`config.mk`:
```
export PLATFORM = sky130hd
export DESIGN_NAME = data_chk_submodule
export DESIGN_NICKNAME = d
export VERILOG_FILES = /design/src/rtl/data_chk_pkg.sv /design/src/rtl/data_chk_lane.sv /design/src/rtl/data_chk_submodule.sv
export SDC_FILE = /design/constraint.sdc
export NUM_CORES = 1
export LEC_CHECK = 0
export ABC_AREA = 1
export BUFFER_PORTS_ARGS = -buffer_cell sky130_fd_sc_hd__buf_2
export CAP_MARGIN = 20
export CORE_MARGIN = 8
export CORE_UTILIZATION = 35
export DETAILED_ROUTE_END_ITERATION = 8
export HOLD_SLACK_MARGIN = 0.05
export PLACE_DENSITY = 0.59
export SLEW_MARGIN = 15
export SYNTH_ARGS = -nofsm -noshare
export SYNTH_HDL_FRONTEND = slang
export SYNTH_SLANG_ARGS = --single-unit
```
`constraint.sdc`:
```
create_clock -name clk -period 5.9 [get_ports clk]
set_input_delay 0.885 -clock clk [delete_from_list [all_inputs] [get_ports clk]]
set_output_delay 0.885 -clock clk [all_outputs]
set_load 0.05 [all_outputs]
```
`src/rtl/data_chk_pkg.sv`:
```
// Shared types and constants for the eight-channel ramp data checker.
package data_chk_pkg;

   localparam int DATA_W = 12;
   localparam int NUM_CH = 8;

   typedef enum logic {
      SEARCH = 1'b0,
      LOCKED = 1'b1
   } state_t;

   typedef enum logic [2:0] {
      CH_A = 3'd0,
      CH_B = 3'd1,
      CH_C = 3'd2,
      CH_D = 3'd3,
      CH_E = 3'd4,
      CH_F = 3'd5,
      CH_G = 3'd6,
      CH_H = 3'd7
   } ch_t;

   // Channels A-D carry base+0..3 and E-H repeat the same pattern.
   function automatic logic [DATA_W-1:0] ch_offset(input int ch);
      return DATA_W'(ch % 4);
   endfunction

endpackage

```
`src/rtl/data_chk_lane.sv`:
```
// Per-channel compare: flags a received value that differs from base+OFFSET (mod 2^DATA_W).
module data_chk_lane
   import data_chk_pkg::*;
#(
   parameter logic [DATA_W-1:0] OFFSET = '0
) (
   input  logic [DATA_W-1:0] rx_val,
   input  logic [DATA_W-1:0] base_val,
   output logic              mismatch
);

   logic [DATA_W-1:0] expected_val;

   assign expected_val = base_val + OFFSET;
   assign mismatch     = (rx_val != expected_val);

endmodule

```
`src/rtl/data_chk_submodule.sv`:
```
// Ramp data checker: spatial/temporal sample check, SEARCH/LOCKED acquisition, error and wrap counters.
// Define DATA_CHK_FIRST_ERR_EN to add first-error capture (first_err_ch / first_err_val).
module data_chk_submodule
   import data_chk_pkg::*;
#(
   parameter int RAMP_MAX = 511,
   parameter int LOCK_CNT = 4
) (
   input  logic              clk,
   input  logic              reset_n,
   input  logic [DATA_W-1:0] Data_A,
   input  logic [DATA_W-1:0] Data_B,
   input  logic [DATA_W-1:0] Data_C,
   input  logic [DATA_W-1:0] Data_D,
   input  logic [DATA_W-1:0] Data_E,
   input  logic [DATA_W-1:0] Data_F,
   input  logic [DATA_W-1:0] Data_G,
   input  logic [DATA_W-1:0] Data_H,
   input  logic              err_clr,
   output logic              locked,
   output logic              err_flag,
   output logic [15:0]       err_cnt,
   output logic [15:0]       wrap_cnt
`ifdef DATA_CHK_FIRST_ERR_EN
   , output logic [2:0]      first_err_ch,
   output logic [DATA_W-1:0] first_err_val
`endif
);

   localparam int                RUN_W      = $clog2(LOCK_CNT + 1);
   localparam logic [DATA_W-1:0] RAMP_MAX_V = DATA_W'(RAMP_MAX);

   logic [DATA_W-1:0] ch_data [NUM_CH];
   logic [NUM_CH-1:0] lane_mismatch;

   assign ch_data[0] = Data_A;
   assign ch_data[1] = Data_B;
   assign ch_data[2] = Data_C;
   assign ch_data[3] = Data_D;
   assign ch_data[4] = Data_E;
   assign ch_data[5] = Data_F;
   assign ch_data[6] = Data_G;
   assign ch_data[7] = Data_H;

   generate
      for (genvar gi = 0; gi < NUM_CH; gi++) begin : g_lane
         data_chk_lane #(
            .OFFSET (ch_offset(gi))
         ) u_lane (
            .rx_val   (ch_data[gi]),
            .base_val (Data_A),
            .mismatch (lane_mismatch[gi])
         );
      end
   endgenerate

   state_t            state_reg, state_next;
   logic [RUN_W-1:0]  good_run_reg, good_run_next;
   logic [DATA_W-1:0] prev_a_reg;
   logic              prev_valid_reg;
   logic              locked_reg, err_flag_reg, err_flag_next;
   logic [15:0]       err_cnt_reg, err_cnt_next;
   logic [15:0]       wrap_cnt_reg, wrap_cnt_next;

   logic [DATA_W-1:0] temporal_expected;
   logic              temporal_good, sample_good, is_wrap;
   logic              count_err, count_wrap;

   assign temporal_expected = (prev_a_reg == RAMP_MAX_V) ? '0 : prev_a_reg + 1'b1;
   // Out-of-range A is bad even on the very first sample after reset.
   assign temporal_good = (Data_A <= RAMP_MAX_V) &&
                          (!prev_valid_reg || (Data_A == temporal_expected));
   assign sample_good   = !(|lane_mismatch) && temporal_good;
   assign is_wrap       = prev_valid_reg && (prev_a_reg == RAMP_MAX_V) && (Data_A == '0);

   always_comb begin
      state_next    = state_reg;
      good_run_next = good_run_reg;
      count_err     = 1'b0;
      count_wrap    = 1'b0;
      case (state_reg)
         SEARCH: begin
            if (!sample_good) begin
               good_run_next = '0;
            end else if (good_run_reg == RUN_W'(LOCK_CNT - 1)) begin
               state_next    = LOCKED;
               good_run_next = '0;
            end else begin
               good_run_next = good_run_reg + 1'b1;
            end
         end
         LOCKED: begin
            if (!sample_good) begin
               state_next    = SEARCH;
               good_run_next = '0;
               count_err     = 1'b1;
            end else begin
               count_wrap = is_wrap;
            end
         end
         default: begin
            state_next    = SEARCH;
            good_run_next = '0;
         end
      endcase
   end

   always_comb begin
      err_cnt_next  = err_cnt_reg;
      err_flag_next = err_flag_reg;
      wrap_cnt_next = wrap_cnt_reg + {15'd0, count_wrap};
      if (err_clr) begin
         err_cnt_next  = '0;
         err_flag_next = 1'b0;
      end else if (count_err) begin
         err_flag_next = 1'b1;
         if (err_cnt_reg != 16'hFFFF) begin
            err_cnt_next = err_cnt_reg + 16'd1;
         end
      end
   end

   always_ff @(posedge clk or negedge reset_n) begin
      if (!reset_n) begin
         state_reg      <= SEARCH;
         good_run_reg   <= '0;
         prev_a_reg     <= '0;
         prev_valid_reg <= 1'b0;
         locked_reg     <= 1'b0;
         err_flag_reg   <= 1'b0;
         err_cnt_reg    <= '0;
         wrap_cnt_reg   <= '0;
      end else begin
         state_reg      <= state_next;
         good_run_reg   <= good_run_next;
         prev_a_reg     <= Data_A;
         prev_valid_reg <= 1'b1;
         locked_reg     <= (state_next == LOCKED);
         err_flag_reg   <= err_flag_next;
         err_cnt_reg    <= err_cnt_next;
         wrap_cnt_reg   <= wrap_cnt_next;
      end
   end

   assign locked   = locked_reg;
   assign err_flag = err_flag_reg;
   assign err_cnt  = err_cnt_reg;
   assign wrap_cnt = wrap_cnt_reg;

`ifdef DATA_CHK_FIRST_ERR_EN
   ch_t               first_ch_sel;
   logic [2:0]        first_err_ch_reg;
   logic [DATA_W-1:0] first_err_val_reg;

   // Lowest failing lane wins; a purely temporal failure reports channel A.
   always_comb begin
      first_ch_sel = CH_A;
      for (int i = NUM_CH - 1; i >= 0; i--) begin
         if (lane_mismatch[i]) begin
            first_ch_sel = ch_t'(i[2:0]);
         end
      end
   end

   always_ff @(posedge clk or negedge reset_n) begin
      if (!reset_n) begin
         first_err_ch_reg  <= '0;
         first_err_val_reg <= '0;
      end else if (err_clr) begin
         first_err_ch_reg  <= '0;
         first_err_val_reg <= '0;
      end else if (count_err && !err_flag_reg) begin
         first_err_ch_reg  <= first_ch_sel;
         first_err_val_reg <= ch_data[first_ch_sel];
      end
   end

   assign first_err_ch  = first_err_ch_reg;
   assign first_err_val = first_err_val_reg;
`endif

endmodule

```
==> Word-level counts from Yosys, hierarchy flattened <==
Index checks and enable logic that the tools add are counted.
{ "word_totals": {"wordCells": 58, "out_inout_bits": 34, "input_bits": 99, "regBits": 50} }
{ "op_classes": {"order_cmp": 1, "muxes": 18, "n_reduce_logical": 12, "eq_ne": 12, "bitwise": 1, "addsub": 7} }
{ "op_table": {"columns": ["cell", "n"], "rows": [
  ["!= test 12 bit", 7],
  ["two-way mux 16 bit", 3],
  ["adder 12 x 1 -> 12 bit, second input constant", 2],
  ["adder 12 x 2 -> 12 bit, second input constant", 2],
  ["adder 16 x 1 -> 16 bit", 1],
  ["adder 16 x 1 -> 16 bit, second input constant", 1],
  ["!= test 16 bit, second input constant", 1],
  ["== test 12 bit", 1],
  ["== test 12 x 9 -> 1 bit, second input constant", 1],
  ["less-or-equal comparator 12 x 9 -> 1 bit, second input constant", 1],
  ["zero test 12 bit", 1],
  ["two-way mux 12 bit", 1],
  ["two-way mux 1 bit", 9],
  ["two-way mux 3 bit", 3],
  ["OR reduction 7 bit", 1],
  ["case mux 3 bit (2 select lines)", 1],
  ["logical AND 1 bit", 4],
  ["nonzero test 2 bit", 2],
  ["adder 3 x 1 -> 3 bit, second input constant", 1],
  ["== test 3 x 2 -> 1 bit, second input constant", 1],
  ["zero test 1 bit", 2],
  ["!= test 2 bit, second input constant", 1],
  ["case mux 1 bit (2 select lines)", 1],
  ["AND reduction 2 bit", 1],
  ["2 further kinds", 2]
]} }

==> Logic depth before layout (Yosys ltp) <==
Gate-level depths: netlist of run 1.
{ "depth": {"depth_word": 10, "mapped_depth": 24} }

==> Modules after synthesis <==
A second synthesis of run 1 with hierarchy kept.
{ "unflattened": {"cells_unflattened": 986, "hier_area_um2": 5999.5} }
{ "modules_own_cells": {"columns": ["mod", "cells_per_inst", "seq_area_each_um2", "area_each_um2", "instances"], "rows": [
  ["data_chk_submodule", 356, 1251.2, 2874.0, 1],
  ["data_chk_lane (g_lane[3].u_lane ...)", 98, 0.0, 501.7, 2],
  ["data_chk_lane (g_lane[1].u_lane ...)", 89, 0.0, 436.7, 2],
  ["data_chk_lane (g_lane[2].u_lane ...)", 86, 0.0, 430.4, 2],
  ["data_chk_lane (g_lane[0].u_lane ...)", 42, 0.0, 193.9, 2]
]} }

==> Worst setup path after synthesis of run 1 <==
No wires, ideal clock.
{ "synth_path": {"path_type": "in2reg", "from": "in Data_A[0]", "to": "reg wrap_cnt_reg[15], in the netlist wrap_cnt[15]", "setup_slack_ns": 1.764, "setup_ns": 0.082, "path_buffers": 1, "arrival_time_ns": 4.054, "cell_stages": 23, "cell_sequence": "inv_1 clkbuf_1 ha_1 inv_1 nand2_1 nand2_1 nand2_1 nand2_1 nor2_1 nand2_1 nor2_1 nand2_1 nor2_1 nand3_1 nor2_2 nand3_4 nor4_1 ha_1 nand3_1 nor4_1 nand4_1 nor3_1 xor2_1"} }
{ "synth_via": {"elab_chain_len": 8} }
{ "synth_rtl": {"columns": ["item", "line_no", "source"], "rows": [
  ["start, declared", "data_chk_submodule.sv:11", "input logic [DATA_W-1:0] Data_A,"],
  ["adder 12 x 1 -> 12 bit or adder 12 x 2 -> 12 bit (tied branches)", "data_chk_lane.sv:14", "assign expected_val = base_val + OFFSET;"],
  ["!= test 12 bit", "data_chk_lane.sv:15", "assign mismatch = (rx_val != expected_val);"],
  ["OR reduction 7 bit", "data_chk_submodule.sv:73", "assign sample_good = !(|lane_mismatch) && temporal_good;"],
  ["zero test 1 bit", "data_chk_submodule.sv:73", null],
  ["logical AND 1 bit", "data_chk_submodule.sv:73", null],
  ["two-way mux 1 bit *", "data_chk_submodule.sv:93", "if (!sample_good) begin"],
  ["two-way mux 1 bit *", "data_chk_submodule.sv:81", "case (state_reg)"],
  ["adder 16 x 1 -> 16 bit *", "data_chk_submodule.sv:111", "wrap_cnt_next = wrap_cnt_reg + {15'd0, count_wrap};"],
  ["via wrap_cnt_next[15]", "data_chk_submodule.sv:63", "logic [15:0] wrap_cnt_reg, wrap_cnt_next;"],
  ["end signal, assigned", "data_chk_submodule.sv:141", "wrap_cnt_reg <= wrap_cnt_next;"],
  ["end, declared", "data_chk_submodule.sv:63", null]
]} }
The timed path passes the listed nets; every way through them passes the cells marked *.
A chain may end at the register's enable or synchronous reset.

==> Worst setup path after layout of run 1 <==
Ends and elaborated chain as after synthesis.

==> metrics, run 1 <==
buffers added on ports=132; area delta synth->final=19.2%; sequential area share after synthesis=24.6%; Max-slew headroom=51.3%; Die X=136 um; dpl cells=1132; commonest non-fill, non-tap cell in the layout=nand2_1; WL final=15800 um; htree depth=2; critical path, cell by cell=buf_2 -> inv_1 -> ha_1 -> inv_1 -> nand2_1 -> nand2_1 -> nor2_1 -> nand2_1 -> nor2_1 -> nand2_1 -> nor2_1 -> nand2_1 -> nor2_1 -> nand3_1 -> nor2_2 -> nand3_4 -> nor4_1 -> ha_1 -> nand3_1 -> nor4_1 -> nand4_1 -> nor3_1 -> xor2_1; critical path's most frequent cell=nand2_1; Top delay family on crit path=simple AND/OR/NAND/NOR gates; non-filler instance count after layout=roughly 1100; remaining antenna violation count=0; final worst path period share=81.4%; vias in the first global route=slightly above 5000; setup TNS=0 ns; crit path time final=between 4 and 5 ns; Post-CTS Setup Inserts=0; Hold Fails Final Rpt=0; flops & latches, synth=50; Pwr Total=978 uW; via-per-instance ratio=4.71; synthesized area per cell=~6.1 um^2; gr usage total=17.4%; Starting Density=35.3%; hold bufs inserted after CTS=0; row cnt=44; reg-to-reg critical path endpoint=wrap_cnt[15]; CTS sink count=50; nets=1065; wire per inst=13.8 um; clock skew=~0.0034 ns; layout cells sized above 1=18.3%; slowest CP cell=nor4_1; Die H=136 um; max-cap viol count=0; FILL cells=1538; Worst-Skew Late Latency=approximately 0.29 ns; critical path data required time=6.12 ns; Post-DP Area=5850 um^2; RSZ-0062 raised after global routing=no; DR iter-0 viols=396; P per Cell Area=162 nW/um^2; Hold Path Sink=wrap_cnt[15]; residual DRC count=0; status=finished clean; Worst Tran Pin Value=0.724 ns; Reg2Reg Setup Slack=2.03 ns; Post-Synthesis Cell Area=5080 um^2; CTS tree=yes; worst path arrival time=~5.0 ns; Leakage=0.00345 uW; Ys Warns=0; total CTS buffers=5; antenna violations before repair=0; Buf+Inv Stages, Crit Path=3; Root Buffer=clkbuf_16; Setup crit end kind=register; Via Count=5372; fmax=208 MHz; post_cts resized=0; Mapped Cells=approximately 830; Net Count, Synth=943; grt ovf=0; most frequent cells in the layout=nand2_1, buf_2, nand3_1; reg-to-reg critical path startpoint=prev_a_reg[0]; die footprint=18600 um^2; Clock transition at path regs=around 0.07 ns; Detailed Routing Iterations Pass 1=5; # diodes=0; Worst R2R Path Depth=19; largest net degree at the start of global routing=around 50; IO Count=133; CP Max Fanout=14; clk buf depth=2; Max VDD drop=0.182 mV; HP Start=wrap_cnt[15]; first-pass GRT wire length=26100 um; DP HPWL=12900 um; Hold Crit Class=reg -> reg; Yosys cell types=43; crit-path max cell delay=between 0.5 and 0.6 ns; Final Max Tran Viols=0; GPL Wtd Cong=between 0.9 and 1; Final setup viols=0; core footprint=between 10000 and 15000 um^2; final instance area=6050 um^2; WHS Path Cells=1; critical path class=in -> reg; CP Launch Type=input port
## layout make-up
cell class | instances | area [um^2] | area share [%]
multi-input combinational | 666 | 3330 | 55.1
sequential | 50 | 1250 | 20.7
timing repair buffer | 133 | 668 | 11.0
inverter | 99 | 372 | 6.14
tap | 184 | 230 | 3.80
clock buffer | 6 | 139 | 2.29
clock inverter | 2 | 60.1 | 0.992
## routing by layer
layer	track usage (%)	wire length [um]
met5	0	0
met1	24.4	7790
met2	27.6	7020
met3	3.03	830
met4	3.05	127
## kinds of logic (layout without fill, tap and decap cells)
kind of cell / Yosys count / in the layout / synth area share [%]
AND/OR/NAND/NOR: 586 / 586 / 52.6
other: 1 / 1 / 0.0738
flip-flops: 50 / 50 / 24.6
AO/OA/AOI/OAI: 32 / 32 / 3.79
XOR/XNOR: 36 / 36 / 6.48
adder cells (fa/ha/maj): 11 / 11 / 2.71
buffers and inverters: 117 / 240 / 9.73
## cell usage after synthesis (all sizes together)
cell | number | share of area, %
a211oi | 1 | 0.15
a21oi | 4 | 0.47
a31oi | 1 | 0.12
and3 | 2 | 0.25
buf | 13 | 2.0
clkbuf | 5 | 0.37
clkinv | 2 | 0.15
conb | 1 | 0.074
dfrtp | 50 | 25
ha | 11 | 2.7
inv | 97 | 7.2
nand2 | 333 | 26
nand3 | 106 | 11
nand3b | 22 | 3.3
nand4 | 16 | 2.1
nor2 | 95 | 8.4
nor3 | 4 | 0.39
nor3b | 4 | 0.59
nor4 | 3 | 0.37
o211a | 1 | 0.20
o211ai | 2 | 0.30
o21ai | 20 | 2.1
o21bai | 2 | 0.30
o31ai | 1 | 0.15
or2 | 1 | 0.12
xnor2 | 12 | 2.1
xnor3 | 1 | 0.44
xor2 | 23 | 4.0
## report_power, final
group | total [uW] | leakage, uW | switching [uW] | internal (uW)
Clock | 379 | 0.0000971 | 124 | 254
Combinational | 242 | 0.00270 | 156 | 86.0
Sequential | 357 | 0.000651 | 7.49 | 350
## through the flow
stage	utilization (%)	setup slack (ns)	hold WS, ns
detailed placement	40.7	0.764	0.469
floorplan	-	1.76	0.460
global route	42.1	0.463	0.504
finish	42.1	1.10	0.476
CTS	42.1	1.06	0.480
global placement	40.7	0.910	0.462
## worst max-delay path by stage
stage	endpoint	slack [ns]	start	cells past startpoint
after global routing	wrap_cnt[15]	0.46	Data_A[0]	23
after CTS	wrap_cnt[15]	1.06	Data_A[0]	23
after global placement	wrap_cnt[15]	0.91	Data_A[0]	23
final	wrap_cnt[15]	1.10	Data_A[0]	23
after detailed placement	wrap_cnt[15]	0.76	Data_A[0]	23
after floorplan	wrap_cnt[15]	1.76	Data_A[0]	23
Note: power is estimated with default switching activity, not from simulation.
==> run 2, diff against run 1 <==
--- a/config.mk
+++ b/config.mk
@@ -12,7 +12,7 @@
 export CORE_UTILIZATION = 35
 export DETAILED_ROUTE_END_ITERATION = 8
 export HOLD_SLACK_MARGIN = 0.05
-export PLACE_DENSITY = 0.59
+export PLACE_DENSITY = 0.61
 export SLEW_MARGIN = 15
 export SYNTH_ARGS = -nofsm -noshare
 export SYNTH_HDL_FRONTEND = slang
==> constraint.sdc (replaced) <==
create_clock -name clk -period 3.85 [get_ports clk]
set_input_delay 0.5775 -clock clk [delete_from_list [all_inputs] [get_ports clk]]
set_output_delay 0.5775 -clock clk [all_outputs]
set_load 0.05 [all_outputs]
==> metrics, run 2 (synthesis results as in run 1) <==
status=finished clean; core footprint=14400 um^2; Die X=around 140 um; area delta synth->final=21.6%; die footprint=18600 um^2; CTS tree=yes; Leakage=between 0.003 and 0.004 uW; slowest CP cell=ha_1; CP Max Fanout=4; vias in the first global route=5112; Gate power share=27.6%; via-per-instance ratio=4.74; final worst path period share=91.5%; non-filler instance count after layout=1161; commonest non-fill, non-tap cell in the layout=nand2_1; Max VDD drop=0.176 mV; residual DRC count=0; Max-slew headroom=48.9%; first-pass GRT wire length=roughly 25000 um; critical path class=in -> reg; most frequent cells in the layout=nand2_1, buf_2, nand3_1; critical path's most frequent cell=nand2_1; Detailed Routing Iterations Pass 1=5; CP Launch Type=input port; reg-to-reg critical path endpoint=wrap_cnt[15]; Worst R2R Path Depth=19; htree depth=2; dpl cells=1153; Die H=136 um; buffers added on ports=132; fmax=284 MHz; Sw Ratio=33.2%; row cnt=44; clk buf depth=2; Hold Crit Class=in -> async; Final Max Tran Viols=0; crit path time final=3.52 ns; Root Buffer=clkbuf_16; Starting Density=35.3%; wire per inst=13.7 um; sequential power share=39.6%; layout cells sized above 1=just over 20%; Crit. Startpoint=Data_A[0]; P per Cell Area=224 nW/um^2; DP HPWL=13200 um; nets=1086; largest net degree at the start of global routing=34; grt ovf=0; RSZ-0062 raised after global routing=no; antenna violations before repair=0; max-cap viol count=0; Via Count=5500; worst path arrival time=3.74 ns; Psw=460 uW; critical path, cell by cell=buf_2 -> inv_1 -> buf_4 -> ha_1 -> inv_1 -> nand2_1 -> nand2_1 -> nor2_1 -> nand2_1 -> nor2_1 -> nand2_1 -> nor2_1 -> nand2_1 -> nor2_1 -> nand3_1 -> nor2_2 -> nand3_4 -> nor4_1 -> ha_1 -> nand3_1 -> nor4_2 -> nand4_1 -> nor3_1 -> xor2_1; critical path data required time=4.07 ns; clock skew=0.00774 ns; Int Power=924 uW; Reg2Reg Setup Slack=around 0.48 ns; Hold Fails Final Rpt=0; CTS sink count=50; GPL Wtd Cong=0.880; Final setup viols=0; Clock transition at path regs=approximately 0.08 ns; Setup crit end kind=register; # diodes=0; hold bufs inserted after CTS=0; DR iter-0 viols=roughly 440; WL final=15800 um; Worst-Skew Late Latency=0.29 ns; total CTS buffers=5; gr usage total=16.9%; crit-path max cell delay=between 0.3 and 0.4 ns; Worst Tran Pin Value=0.767 ns; Pwr Total=around 1400 uW; IO Count=between 100 and 150; remaining antenna violation count=0; Min Hold Slack=0.359 ns; reg-to-reg critical path startpoint=prev_a_reg[0]; clock power share=~33%
==> run 2: cell types whose count changed in the layout (fill, tap and decap cells not counted) <==
| cell | previous run | this run |
|---|---|---|
| buf_4 | 1 | 22 |
| bufinv_16 | 2 | 0 |
| inv_6 | 0 | 2 |
| clkbuf_8 | 1 | 0 |
| clkinv_4 | 0 | 1 |
| nor3_1 | 4 | 3 |
| nor3_2 | 0 | 1 |
| nor4_1 | 3 | 2 |
| nor4_2 | 0 | 1 |
==> run 2: routing by layer <==
layer | GRT usage (%) | routed length (um) | vias up
li1 | - | - | 2909
met1 | 23.3 | 7360 | 2439
met2 | 27.1 | 7250 | 142
met3 | 3.29 | 1130 | 10
met4 | 2.68 | 116 | 0
met5 | 0 | 0 | -
==> run 2: critical path, delay by kind of cell <==
family | cells | cell delay (ns)
simple gates | 17 | 2.03
fa+ha+maj | 2 | 0.57
xor+xnor | 1 | 0.17
buf+inv | 4 | 0.39
==> run 2: cell type report <==
class,count,area (um^2)
clock buffer,5,125
sequential,50,1250
inverter,99,372
multi-input combinational,666,3340
clock inverter,3,26.3
fill,1559,8190
tap,184,230
timing repair buffer,154,826
==> run 2: power by group through the flow <==
stage	sequential, uW	clock, uW	combinational (uW)
3_5_place_dp	557	0	382
6_report	548	455	382
3_3_place_gp	557	0	382
4_1_cts	547	468	384
2_1_floorplan	568	0	228
5_1_grt	549	491	434
==> run 2: worst max-delay path by stage <==
| stage | end | slack, ns | cells past startpoint |
|---|---|---|---|
| after floorplan | wrap_cnt[15] | 0.02 | 23 |
| after global placement | wrap_cnt[14] | 0.03 | 25 |
| after detailed placement | wrap_cnt[10] | -0.05 | 23 |
| after CTS | wrap_cnt[14] | 0.24 | 23 |
| after global routing | wrap_cnt[15] | 0.001 | 24 |
| final | wrap_cnt[15] | 0.33 | 24 |
==> run 2: stage by stage <==
| stage | setup WS, ns | util, % | instance area [um^2] | TNS [ns] |
|---|---|---|---|---|
| after floorplan | 0.0215 | - | 5080 | 0 |
| after global placement | 0.0322 | 41.8 | 6010 | 0 |
| after detailed placement | -0.0506 | 41.8 | 6010 | -0.128 |
| after CTS | 0.239 | 42.9 | 6160 | 0 |
| after global routing | 0.00144 | 43.0 | 6170 | 0 |
| final | 0.328 | 43.0 | 6170 | 0 |
==> run 2: what timing repair did <==
action                     4_1_cts  5_1_grt
buffers inserted                 0        0
hold endpoints to repair         0        0
resized for setup                0        2
setup endpoints to repair        0        5
==> run 3, diff against run 2 <==
--- a/config.mk
+++ b/config.mk
@@ -5,14 +5,15 @@
 export SDC_FILE = /design/constraint.sdc
 export NUM_CORES = 1
 export LEC_CHECK = 0
-export ABC_AREA = 1
-export BUFFER_PORTS_ARGS = -buffer_cell sky130_fd_sc_hd__buf_2
+export ABC_AREA = 0
 export CAP_MARGIN = 20
 export CORE_MARGIN = 8
 export CORE_UTILIZATION = 35
 export DETAILED_ROUTE_END_ITERATION = 8
+export DONT_BUFFER_PORTS = 1
+export GPL_TIMING_DRIVEN = 0
 export HOLD_SLACK_MARGIN = 0.05
-export PLACE_DENSITY = 0.61
+export PLACE_DENSITY = 0.53
 export SLEW_MARGIN = 15
 export SYNTH_ARGS = -nofsm -noshare
 export SYNTH_HDL_FRONTEND = slang
==> metrics, run 3 <==
status=complete, but fails checks; failing checks=negative setup slack; row cnt=43; largest net degree at the start of global routing=51; worst path arrival time=4.33 ns; Starting Density=between 30% and 40%; reg-to-reg critical path endpoint=wrap_cnt[13]; clk buf depth=2; DP HPWL=14200 um; post-synth top area cell=dfrtp_1; Hold Crit Class=in -> async; Post-Synth XOR/XNOR Area=12.8%; Hold Fails Final Rpt=0; max-cap viol count=0; met3 routed WL=1300 um; Leakage=0.00214 uW; CP Launch Type=input port; Detailed Routing Iterations Pass 1=5; Yosys cell types=76; DR iter-0 viols=roughly 370; Worst R2R Path Depth=17; Post-synth EDFFs=0; Min Hold Slack=between 0.1 and 0.15 ns; Final Max Tran Viols=0; antenna violations before repair=0; GPL Wtd Cong=0.923; Worst-Skew Late Latency=0.29 ns; CTS sink count=50; Final setup viols=11; Worst Tran Pin Value=0.862 ns; first-pass GRT wire length=27100 um; sequential area share after synthesis=25.0%; Root Buffer=clkbuf_16; WL final=17900 um; Max VDD drop=0.165 mV; fmax=approximately 240 MHz; Ys Warns=0; Simple-Gate Fraction of Synth Area=35.6%; via-per-instance ratio=5.92; top post-synthesis cells by count=nor2_1, nand2_1, dfrtp_1; core footprint=13900 um^2; Mapped Cells=614; final instance area=between 5000 and 6000 um^2; Via Count=4857; Place WS=-1.10 ns; main combinational cell family by area after synthesis=simple AND/OR/NAND/NOR gates; Die H=135 um; Post-DP Area=between 5000 and 6000 um^2; P per Cell Area=236 nW/um^2; crit path time final=between 4 and 5 ns; Max-slew headroom=41.1%; CP Max Fanout=10; nets=between 700 and 800; Synth Area in Adders=2.75%; htree depth=2; clock skew=0.00513 ns; Util after Layout=41.2%; grt ovf=0; Met2 Wirelength=approximately 8800 um; Post-Synthesis Cell Area=5000 um^2; die footprint=about 18000 um^2; dominant synthesized flop cell=dfrtp_1; CTS tree=yes; final worst path period share=107%; area delta synth->final=14.9%; Setup crit end kind=register; reg-to-reg critical path startpoint=prev_a_reg[0]; Die X=roughly 140 um; Max Used Layer=met4; gr usage total=18.9%; dominant cell by count in the synthesized netlist=nor2_1; remaining antenna violation count=0; total CTS buffers=5; mux share of post-synthesis cell area=under 10%; layout cells sized above 1=16.8%; FFs w/ async S/R, synth=100%; Clock transition at path regs=0.06 ns; Synth top area share=25.0%; vias in the first global route=4938; Net Count, Synth=724; residual DRC count=0; Synth Area in Compound Gates=13.8%; DRT met1 WL=7040 um; # diodes=0; most frequent cells in the layout=nor2_1, dfrtp_1, nand2_1, xnor2_1, nand3_1; Reg2Reg Setup Slack=-0.17 ns; buffers added on ports=0; flops & latches, synth=50; synthesized area per cell=around 8 um^2; wire per inst=between 20 and 25 um; IO Count=about 130; critical path data required time=4.06 ns; setup TNS=-1.86 ns; commonest non-fill, non-tap cell in the layout=nor2_1; RSZ-0062 raised after global routing=yes; critical path class=in -> reg; post-route worst setup slack=-0.269 ns; largest cells by area after synthesis=dfrtp_1, xnor2_1, nor2_1, xor2_1, nand2_1
run 3: changes by cell type after synthesis, sizes merged, moves of 12 or more:
cell	delta
xnor2	+36
a21oi	+22
nor2b	+16
inv	-82
nor4	+16
nor3	+24
mux2i	+12
nand2	-282
nand3	-76
nor2	-32
nand3b	-12
run 3: worst max-delay path, stage by stage:
cell        delay [ns]
clkinvlp_4        0.10
ha_4              0.20
nand3b_4          0.15
or3_4             0.39
a221oi_2          0.25
a41o_1            0.20
nand4_1           0.11
or4_4             0.46
nor4_4            0.15
nand4_1           0.26
nor4_2            0.29
ha_2              0.29
buf_6             0.11
nand3_4           0.09
nor2_4            0.13
nand4_1           0.19
nor2_1            0.20
xor2_1            0.16
run 3: how the worst max path moves through the flow:
stage / cells after the start / from / slack [ns] / to
6_report: 18 / Data_A[1] / -0.27 / wrap_cnt[13]
3_5_place_dp: 17 / Data_A[6] / -1.10 / wrap_cnt[15]
5_1_grt: 18 / Data_A[1] / -0.44 / wrap_cnt[14]
2_1_floorplan: 19 / Data_A[0] / -0.23 / wrap_cnt[14]
4_1_cts: 18 / Data_A[1] / -0.33 / wrap_cnt[13]
3_3_place_gp: 18 / Data_A[6] / -1.22 / wrap_cnt[14]
run 3: area by class of cell:
type	count	area, um^2
flip-flops and latches	50	1250
repair buffers	19	170
multi-input cells	520	3660
clock buffers	6	129
plain buffers	29	198
clock inverters	2	37.5
fillers	1413	8190
inverters	15	65.1
well taps	180	225
run 3: power by group:
group / leakage (uW) / total, uW / switching (uW) / internal, uW
logic: 0.00139 / 315 / 188 / 127
clock network: 0.0000771 / 498 / 191 / 307
registers: 0.000669 / 540 / 7.49 / 532
total: 0.00214 / 1350 / 387 / 966
run 3: routing by layer:
| metal | global-route usage (%) | vias to the layer above |
|---|---|---|
| li1 | - | 2312 |
| met1 | 21.2 | 2331 |
| met2 | 33.4 | 174 |
| met3 | 4.30 | 40 |
| met4 | 8.45 | 0 |
| met5 | 0 | - |
run 3: per-stage QoR:
step           instances  total power, uW
4_1_cts              817             1360
6_report             821             1350
3_3_place_gp         794              828
2_1_floorplan        614              761
5_1_grt              821             1420
3_5_place_dp         794              830
run 3: repair_timing:
action | in CTS | in global routing
hold endpoints to repair | 50 | 0
hold buffers | 1 | 0
setup endpoints to repair | 15 | 14
cloned | 0 | 0
gates resized for setup | 19 | 12
pin swaps | 11 | 9
buffers inserted | 14 | 4
run 3: kinds of logic after synthesis:
family,count (synthesis)
AOI/OAI and AO/OA,101
muxes,23
adders and majority gates,11
DFF,50
other,1
and+or+nand+nor,312
xor gates and xnor gates,72
buffers and inverters,44
